### config.mk
export PLATFORM = sky130hd
export DESIGN_NAME = par2ser_tx_flat
export DESIGN_NICKNAME = d
export VERILOG_FILES = /design/src/rtl/phy_pkg.sv /design/src/rtl/par2ser_tx_if.sv /design/src/rtl/scrambler_lfsr16.sv /design/src/rtl/par2ser_tx.sv /design/src/flat_wrapper.sv
export SDC_FILE = /design/constraint.sdc
export NUM_CORES = 1
export LEC_CHECK = 0
export CAP_MARGIN = 20
export CORE_ASPECT_RATIO = 1.2
export CORE_UTILIZATION = 46
export DETAILED_ROUTE_END_ITERATION = 7
export GPL_ROUTABILITY_DRIVEN = 0
export PLACE_DENSITY = 0.76
export SKIP_CTS_REPAIR_TIMING = 1
export SYNTH_ARGS = -nofsm -noshare
export SYNTH_HDL_FRONTEND = slang
export SYNTH_SLANG_ARGS = --single-unit
export TNS_END_PERCENT = 20
### constraint.sdc
create_clock -name clk_32f -period 1.9 [get_ports clk_32f]
set_input_delay 0.38 -clock clk_32f [delete_from_list [all_inputs] [get_ports clk_32f]]
set_output_delay 0.38 -clock clk_32f [all_outputs]
set_load 0.05 [all_outputs]
### src/rtl/phy_pkg.sv
// Shared PHY-lane definitions: symbol width, COM symbol, state encoding, LFSR constants.
// Latency: n/a (types, constants and a pure function only).
// Backpressure: n/a.
package phy_pkg;

   localparam int          SYM_W     = 8;
   localparam logic [7:0]  COM_K28_5 = 8'hBC;
   localparam logic [15:0] LFSR_SEED = 16'hFFFF;
   // x^16+x^5+x^4+x^3+1 -> feedback into bits 5,4,3,0
   localparam logic [15:0] LFSR_TAPS = 16'h0039;

   typedef enum logic [1:0] {
      RST    = 2'd0,
      SYNC   = 2'd1,
      ACTIVE = 2'd2
   } state_e;

   // One Galois step, shifting towards the MSB; bit 15 is the keystream bit
   function automatic logic [15:0] lfsr_step(input logic [15:0] s);
      return {s[14:0], 1'b0} ^ (s[15] ? LFSR_TAPS : 16'h0000);
   endfunction

endpackage

### src/rtl/par2ser_tx_if.sv
// Byte-in / bit-out bundle between the lane byte source and the serialiser.
// Latency: n/a (wires only).
// Backpressure: ready_out is a consume strobe; data_in/valid_in must be stable while it is high.
interface par2ser_tx_if;
   import phy_pkg::*;

   logic [SYM_W-1:0] data_in;
   logic             valid_in;
   logic             ready_out;
   logic             data_out;
   logic             active;

   modport master (output data_in, valid_in, input ready_out, data_out, active);
   modport slave  (input data_in, valid_in, output ready_out, data_out, active);

endinterface

### src/rtl/scrambler_lfsr16.sv
// 16-bit Galois keystream generator for data-symbol scrambling.
// Latency: key_bit reflects the current LFSR state; seed_ld/adv take effect at the next edge.
// Backpressure: none; seed_ld has priority over adv.
module scrambler_lfsr16
   import phy_pkg::*;
(
   input  logic clk_32f,
   input  logic reset,
   input  logic seed_ld,
   input  logic adv,
   output logic key_bit
);

   logic [15:0] lfsr_q;
   logic [15:0] lfsr_d;

   // Reseed on every COM, otherwise step once per scrambled bit
   always_comb begin
      lfsr_d = lfsr_q;
      if (seed_ld)
         lfsr_d = LFSR_SEED;
      else if (adv)
         lfsr_d = lfsr_step(lfsr_q);
   end

   // Keystream state register
   always_ff @(posedge clk_32f or negedge reset) begin
      if (!reset)
         lfsr_q <= LFSR_SEED;
      else
         lfsr_q <= lfsr_d;
   end

   assign key_bit = lfsr_q[15];

endmodule

### src/rtl/par2ser_tx.sv
// PCIe lane TX serialiser: 8-bit symbols out MSB first, COM sync burst after reset, COM idle fill.
// Latency: byte sampled in the ready_out cycle, its MSB on data_out the next cycle, LSB 7 cycles later.
// Backpressure: none downstream; upstream gets one ready_out strobe per 8 cycles in ACTIVE. Option: PAR2SER_SCRAMBLE_EN.
module par2ser_tx
   import phy_pkg::*;
#(
   parameter int          DATA_W    = SYM_W,
   parameter logic [7:0]  COM_SYM   = COM_K28_5,
   parameter int          SYNC_COMS = 4
)
(
   input  logic         clk_32f,
   input  logic         reset,
   par2ser_tx_if.slave  tx
);

   localparam logic [2:0] LAST_BIT  = 3'(DATA_W - 1);
   localparam logic [3:0] SYNC_LAST = 4'(SYNC_COMS);

   state_e            state_q,   state_d;
   logic [DATA_W-1:0] shift_q,   shift_d;
   logic [2:0]        bit_cnt_q, bit_cnt_d;
   logic [3:0]        com_cnt_q, com_cnt_d;
   logic              boundary;

   assign boundary = (bit_cnt_q == LAST_BIT);

   // Next-state: shift between boundaries, pick the next symbol at each boundary
   always_comb begin
      state_d   = state_q;
      shift_d   = shift_q;
      bit_cnt_d = bit_cnt_q;
      com_cnt_d = com_cnt_q;
      case (state_q)
         RST: begin
            shift_d   = COM_SYM;
            bit_cnt_d = 3'd0;
            com_cnt_d = 4'd1;
            state_d   = (SYNC_COMS == 1) ? ACTIVE : SYNC;
         end
         SYNC: begin
            if (!boundary) begin
               shift_d   = {shift_q[DATA_W-2:0], 1'b0};
               bit_cnt_d = bit_cnt_q + 3'd1;
            end else begin
               shift_d   = COM_SYM;
               bit_cnt_d = 3'd0;
               com_cnt_d = com_cnt_q + 4'd1;
               // the COM loaded here is the last sync COM
               if (com_cnt_q + 4'd1 == SYNC_LAST)
                  state_d = ACTIVE;
            end
         end
         ACTIVE: begin
            // com_cnt_q holds its last value here; it has no role after sync
            if (!boundary) begin
               shift_d   = {shift_q[DATA_W-2:0], 1'b0};
               bit_cnt_d = bit_cnt_q + 3'd1;
            end else begin
               shift_d   = tx.valid_in ? tx.data_in : COM_SYM;
               bit_cnt_d = 3'd0;
            end
         end
         default: state_d = RST;
      endcase
   end

   // Serialiser state registers; reset drops any partial symbol
   always_ff @(posedge clk_32f or negedge reset) begin
      if (!reset) begin
         state_q   <= RST;
         shift_q   <= '0;
         bit_cnt_q <= 3'd0;
         com_cnt_q <= 4'd0;
      end else begin
         state_q   <= state_d;
         shift_q   <= shift_d;
         bit_cnt_q <= bit_cnt_d;
         com_cnt_q <= com_cnt_d;
      end
   end

   assign tx.active    = (state_q == ACTIVE);
   assign tx.ready_out = (state_q == ACTIVE) && boundary;

`ifdef PAR2SER_SCRAMBLE_EN
   logic com_ld;
   logic dat_ld;
   logic is_data_q;
   logic is_data_d;
   logic key_bit;

   assign com_ld = (state_q == RST)
                 || ((state_q == SYNC) && boundary)
                 || ((state_q == ACTIVE) && boundary && !tx.valid_in);
   assign dat_ld = (state_q == ACTIVE) && boundary && tx.valid_in;

   // Track whether the symbol currently on the wire is data (scrambled) or COM
   always_comb begin
      is_data_d = is_data_q;
      if (dat_ld)
         is_data_d = 1'b1;
      else if (com_ld)
         is_data_d = 1'b0;
   end

   // Data/COM flag register
   always_ff @(posedge clk_32f or negedge reset) begin
      if (!reset)
         is_data_q <= 1'b0;
      else
         is_data_q <= is_data_d;
   end

   scrambler_lfsr16 u_lfsr (
      .clk_32f (clk_32f),
      .reset   (reset),
      .seed_ld (com_ld),
      .adv     (is_data_q),
      .key_bit (key_bit)
   );

   assign tx.data_out = shift_q[DATA_W-1] ^ (is_data_q & key_bit);
`else
   assign tx.data_out = shift_q[DATA_W-1];
`endif

endmodule

### src/flat_wrapper.sv
// flat-port wrapper written by rule: the top's interface ports become plain ports
module par2ser_tx_flat import phy_pkg::*;
#(
   parameter int          DATA_W    = SYM_W,
   parameter logic [7:0]  COM_SYM   = COM_K28_5,
   parameter int          SYNC_COMS = 4
)
  (clk_32f, reset, tx_data_in, tx_valid_in, tx_ready_out, tx_data_out, tx_active);
  par2ser_tx_if tx_i ();
  input  logic clk_32f;
  input  logic reset;
  input wire logic [$bits(tx_i.data_in)-1:0] tx_data_in;
  input wire logic [$bits(tx_i.valid_in)-1:0] tx_valid_in;
  output wire logic [$bits(tx_i.ready_out)-1:0] tx_ready_out;
  output wire logic [$bits(tx_i.data_out)-1:0] tx_data_out;
  output wire logic [$bits(tx_i.active)-1:0] tx_active;
  assign tx_i.data_in = tx_data_in;
  assign tx_i.valid_in = tx_valid_in;
  assign tx_ready_out = tx_i.ready_out;
  assign tx_data_out = tx_i.data_out;
  assign tx_active = tx_i.active;
  par2ser_tx #(.DATA_W(DATA_W), .COM_SYM(COM_SYM), .SYNC_COMS(SYNC_COMS)) u_core (.clk_32f(clk_32f), .reset(reset), .tx(tx_i));
endmodule
==> results_dict.tcl <==
set metrics [dict create \
    outcome "complete, but fails checks" \
    violations "setup timing" \
    drtIter0Drc 13 \
    placedCellCount 135 \
    synth_common_cells "17 x dfrtp_1, 8 x a21oi_1, 8 x ha_1, 8 x nand2_1, 8 x nor2b_1" \
    worst_clock_skew_ns 0.00116 \
    globalRouteTotalUtil_pct 19.8 \
    clk_latency_ns 0.29 \
    dp_hpwl_mm 1.52 \
    cp_top_family "simple AND/OR/NAND/NOR gates" \
    r2r_cells 6 \
    grt_pass1_wl_mm 3.35 \
    netlist.area_leader.share_pct 43.3 \
    layout.cells.non_filler 144 \
    clk_path_buf_depth 2 \
    path_max_fanout 2 \
    fin_nets 145 \
    cp.required_ns 2.08 \
    overflow 0 \
    io_pins 14 \
    min_period_over_period_pct 101 \
    cpPeakStageDelay_ns 0.48 \
    finalPower_mw 0.618 \
    drc 0 \
    postSynthAreaPerCell_um2 10.0 \
    endpoint_kind "register" \
    grt_pass1_vias 808 \
    layout-drive-gt1-share_pct 21.6 \
    wirelength_mm 2.12 \
    synth_top_cell_by_area "dfrtp_1" \
    setup_violations 1 \
    async_flop_share_pct 100 \
    worst_pin_slew_ns 0.495 \
    ys_seq_elements 17 \
    die_h_um 52.6 \
    start_kind "register" \
    io_buffers 13 \
    utilization_pct 67.7 \
    antenna_left 0 \
    synthCells 98 \
    stdcell_area_um2 1300 \
    synth_enable_flop_cells 0 \
    rsz0062_at_grt "yes" \
    critical_path_class "register to register" \
    cp_cell_sequence "ha_2, ha_4, nand2_4, or4b_4, a31oi_1, mux2_1" \
    drt_pass1_iterations 6 \
    via_count 841 \
    path_buf_inv 0 \
    grt_max_degree 18 \
    avgViaCountPerCell 5.84 \
    cts_sinks 17 \
    leakage_nw 0.588 \
    fin_ws_ns -0.0154 \
    drv_cap 0 \
    fp.dieArea_um2 2320 \
    rows 17 \
    fmax_ghz 0.522 \
    htreeDepth 1 \
    yosysMostFrequentCell "dfrtp_1" \
    start_util_pct 51.3 \
    hold_viol_final 0 \
    yosys_warnings 0 \
    fin_tns_setup_ns -0.0154 \
    power_density_nw_per_um2 476 \
    num-fill-cells 151 \
    cts_tree "built" \
    root_buffer "clkbuf_4" \
    syn_nets 117 \
    antenna_cells 0 \
    clk_pin_slew_ns 0.10 \
    irDropWorstVdd_v 0.000345 \
    crit_slowest_cell "or4b_4" \
    final.min_clock_period_ns 1.92 \
    syn_area_um2 982 \
    slew-limit-headroom_pct 66.9 \
    grt_antenna_before_repair 0 \
    die_w_um 44.2 \
    synth_cell_types 30 \
    wl_per_cell_um 14.7 \
    worst_ep_arrival_time_ns 2.10 \
    ys_seq_area_share_pct 43.3 \
    synthTopCellsByArea "dfrtp_1 43%, ha_1 10%, nor2b_1 5.1%, a21oi_1 4.1%, o21a_1 3.8%" \
    slew_viol_final 0 \
    cp_num_cells 6 \
    place_area_um2 1210 \
    ys.flop_type "dfrtp_1" \
    numCtsBuffers 3 \
    worst_hold_path_type "input pin to async pin" \
    core-area_um2 1910 \
    area_growth_pct 32.0 \
]
where the power goes:
part | internal [mW] | switching, mW
sequential | 0.370 | 0.00471
clock | 0.0818 | 0.114
combinational | 0.0276 | 0.0195
total | 0.479 | 0.138
through the flow:
step / hold WS (ns) / setup WS (ns)
2_1_floorplan: 0.0844 / -0.0334
3_3_place_gp: 0.457 / 0.0302
3_5_place_dp: 0.484 / -0.000396
4_1_cts: 0.400 / -0.156
5_1_grt: 0.426 / -0.0456
6_report: 0.404 / -0.0154
final timing paths:
kind                                           from           endpoint  slack, ns
max in group asynchronous                     reset  u_core.shift_q[2]       1.31
worst min-delay path                          reset  u_core.state_q[0]       0.40
worst min register to register    u_core.shift_q[6]  u_core.shift_q[6]       0.50
min in group clk_32f              u_core.shift_q[6]  u_core.shift_q[6]       0.50
worst max register to register  u_core.bit_cnt_q[0]  u_core.state_q[0]      -0.02
worst max-delay path            u_core.bit_cnt_q[0]  u_core.state_q[0]      -0.02
layer usage:
layer / routed length (um) / track usage, % / vias to the layer above
met3: 42 / 2.76 / 4
li1: - / - / 408
met4: 31 / 10.6 / 0
met5: 0 / 0 / -
met1: 945 / 22.3 / 417
met2: 1100 / 35.3 / 12
layout by cell type, fill, tap and decap left out, types with 2 or more instances in the layout:
cell type        Yosys  layout
inv_1                2       2
ha_2                 0       2
nand2_1              8       8
ha_1                 8       5
nor2_1               2       2
o22ai_1              5       5
clkbuf_4             0       3
buf_4                0      14
buf_12               0       2
clkdlybuf4s50_1      0      11
o21ai_0              6       6
dfrtp_1             17      17
a22o_1               3       3
xnor2_1              3       3
nor2b_1              8       8
a21oi_1              8       8
o21a_1               5       5
a31oi_1              3       3
sequential cells by signal, summed over array words and instances (netlist names):
| name | cells |
|---|---|
| u_core.com_cnt_q | 4 |
| u_core.bit_cnt_q | 3 |
| u_core.shift_q | 8 |
| u_core.state_q | 2 |
worst register-to-register path: cells and delay by family, from the launching register on:
kind / cells / cell delay (ns)
DFF: 1 / 0.38
AOI/OAI and AO/OA: 1 / 0.19
adders and majority gates: 2 / 0.35
muxes: 1 / 0.35
and+or+nand+nor: 2 / 0.53
area by class of cell:
class / count / area [um^2] / area share [%]
Clock buffer: 4 / 26.3 / 2.03
Sequential cell: 17 / 425 / 32.8
Timing Repair Buffer: 28 / 270 / 20.8
Tap cell: 19 / 23.8 / 1.83
Multi-Input combinational cell: 74 / 543 / 41.9
Inverter: 2 / 7.51 / 0.579
cells by family (layout without fill, tap and decap cells):
kind of cell | count (synthesis) | after routing | share of synthesized area (%)
AND/OR/NAND/NOR | 28 | 28 | 16.9
flip-flops | 17 | 17 | 43.3
AO/OA/AOI/OAI | 33 | 33 | 21.1
adder cells (fa/ha/maj) | 8 | 8 | 10.2
XOR/XNOR | 3 | 3 | 2.68
multiplexers | 2 | 2 | 2.29
buffers and inverters | 7 | 34 | 3.44
Note: power is estimated with default switching activity, not from simulation.
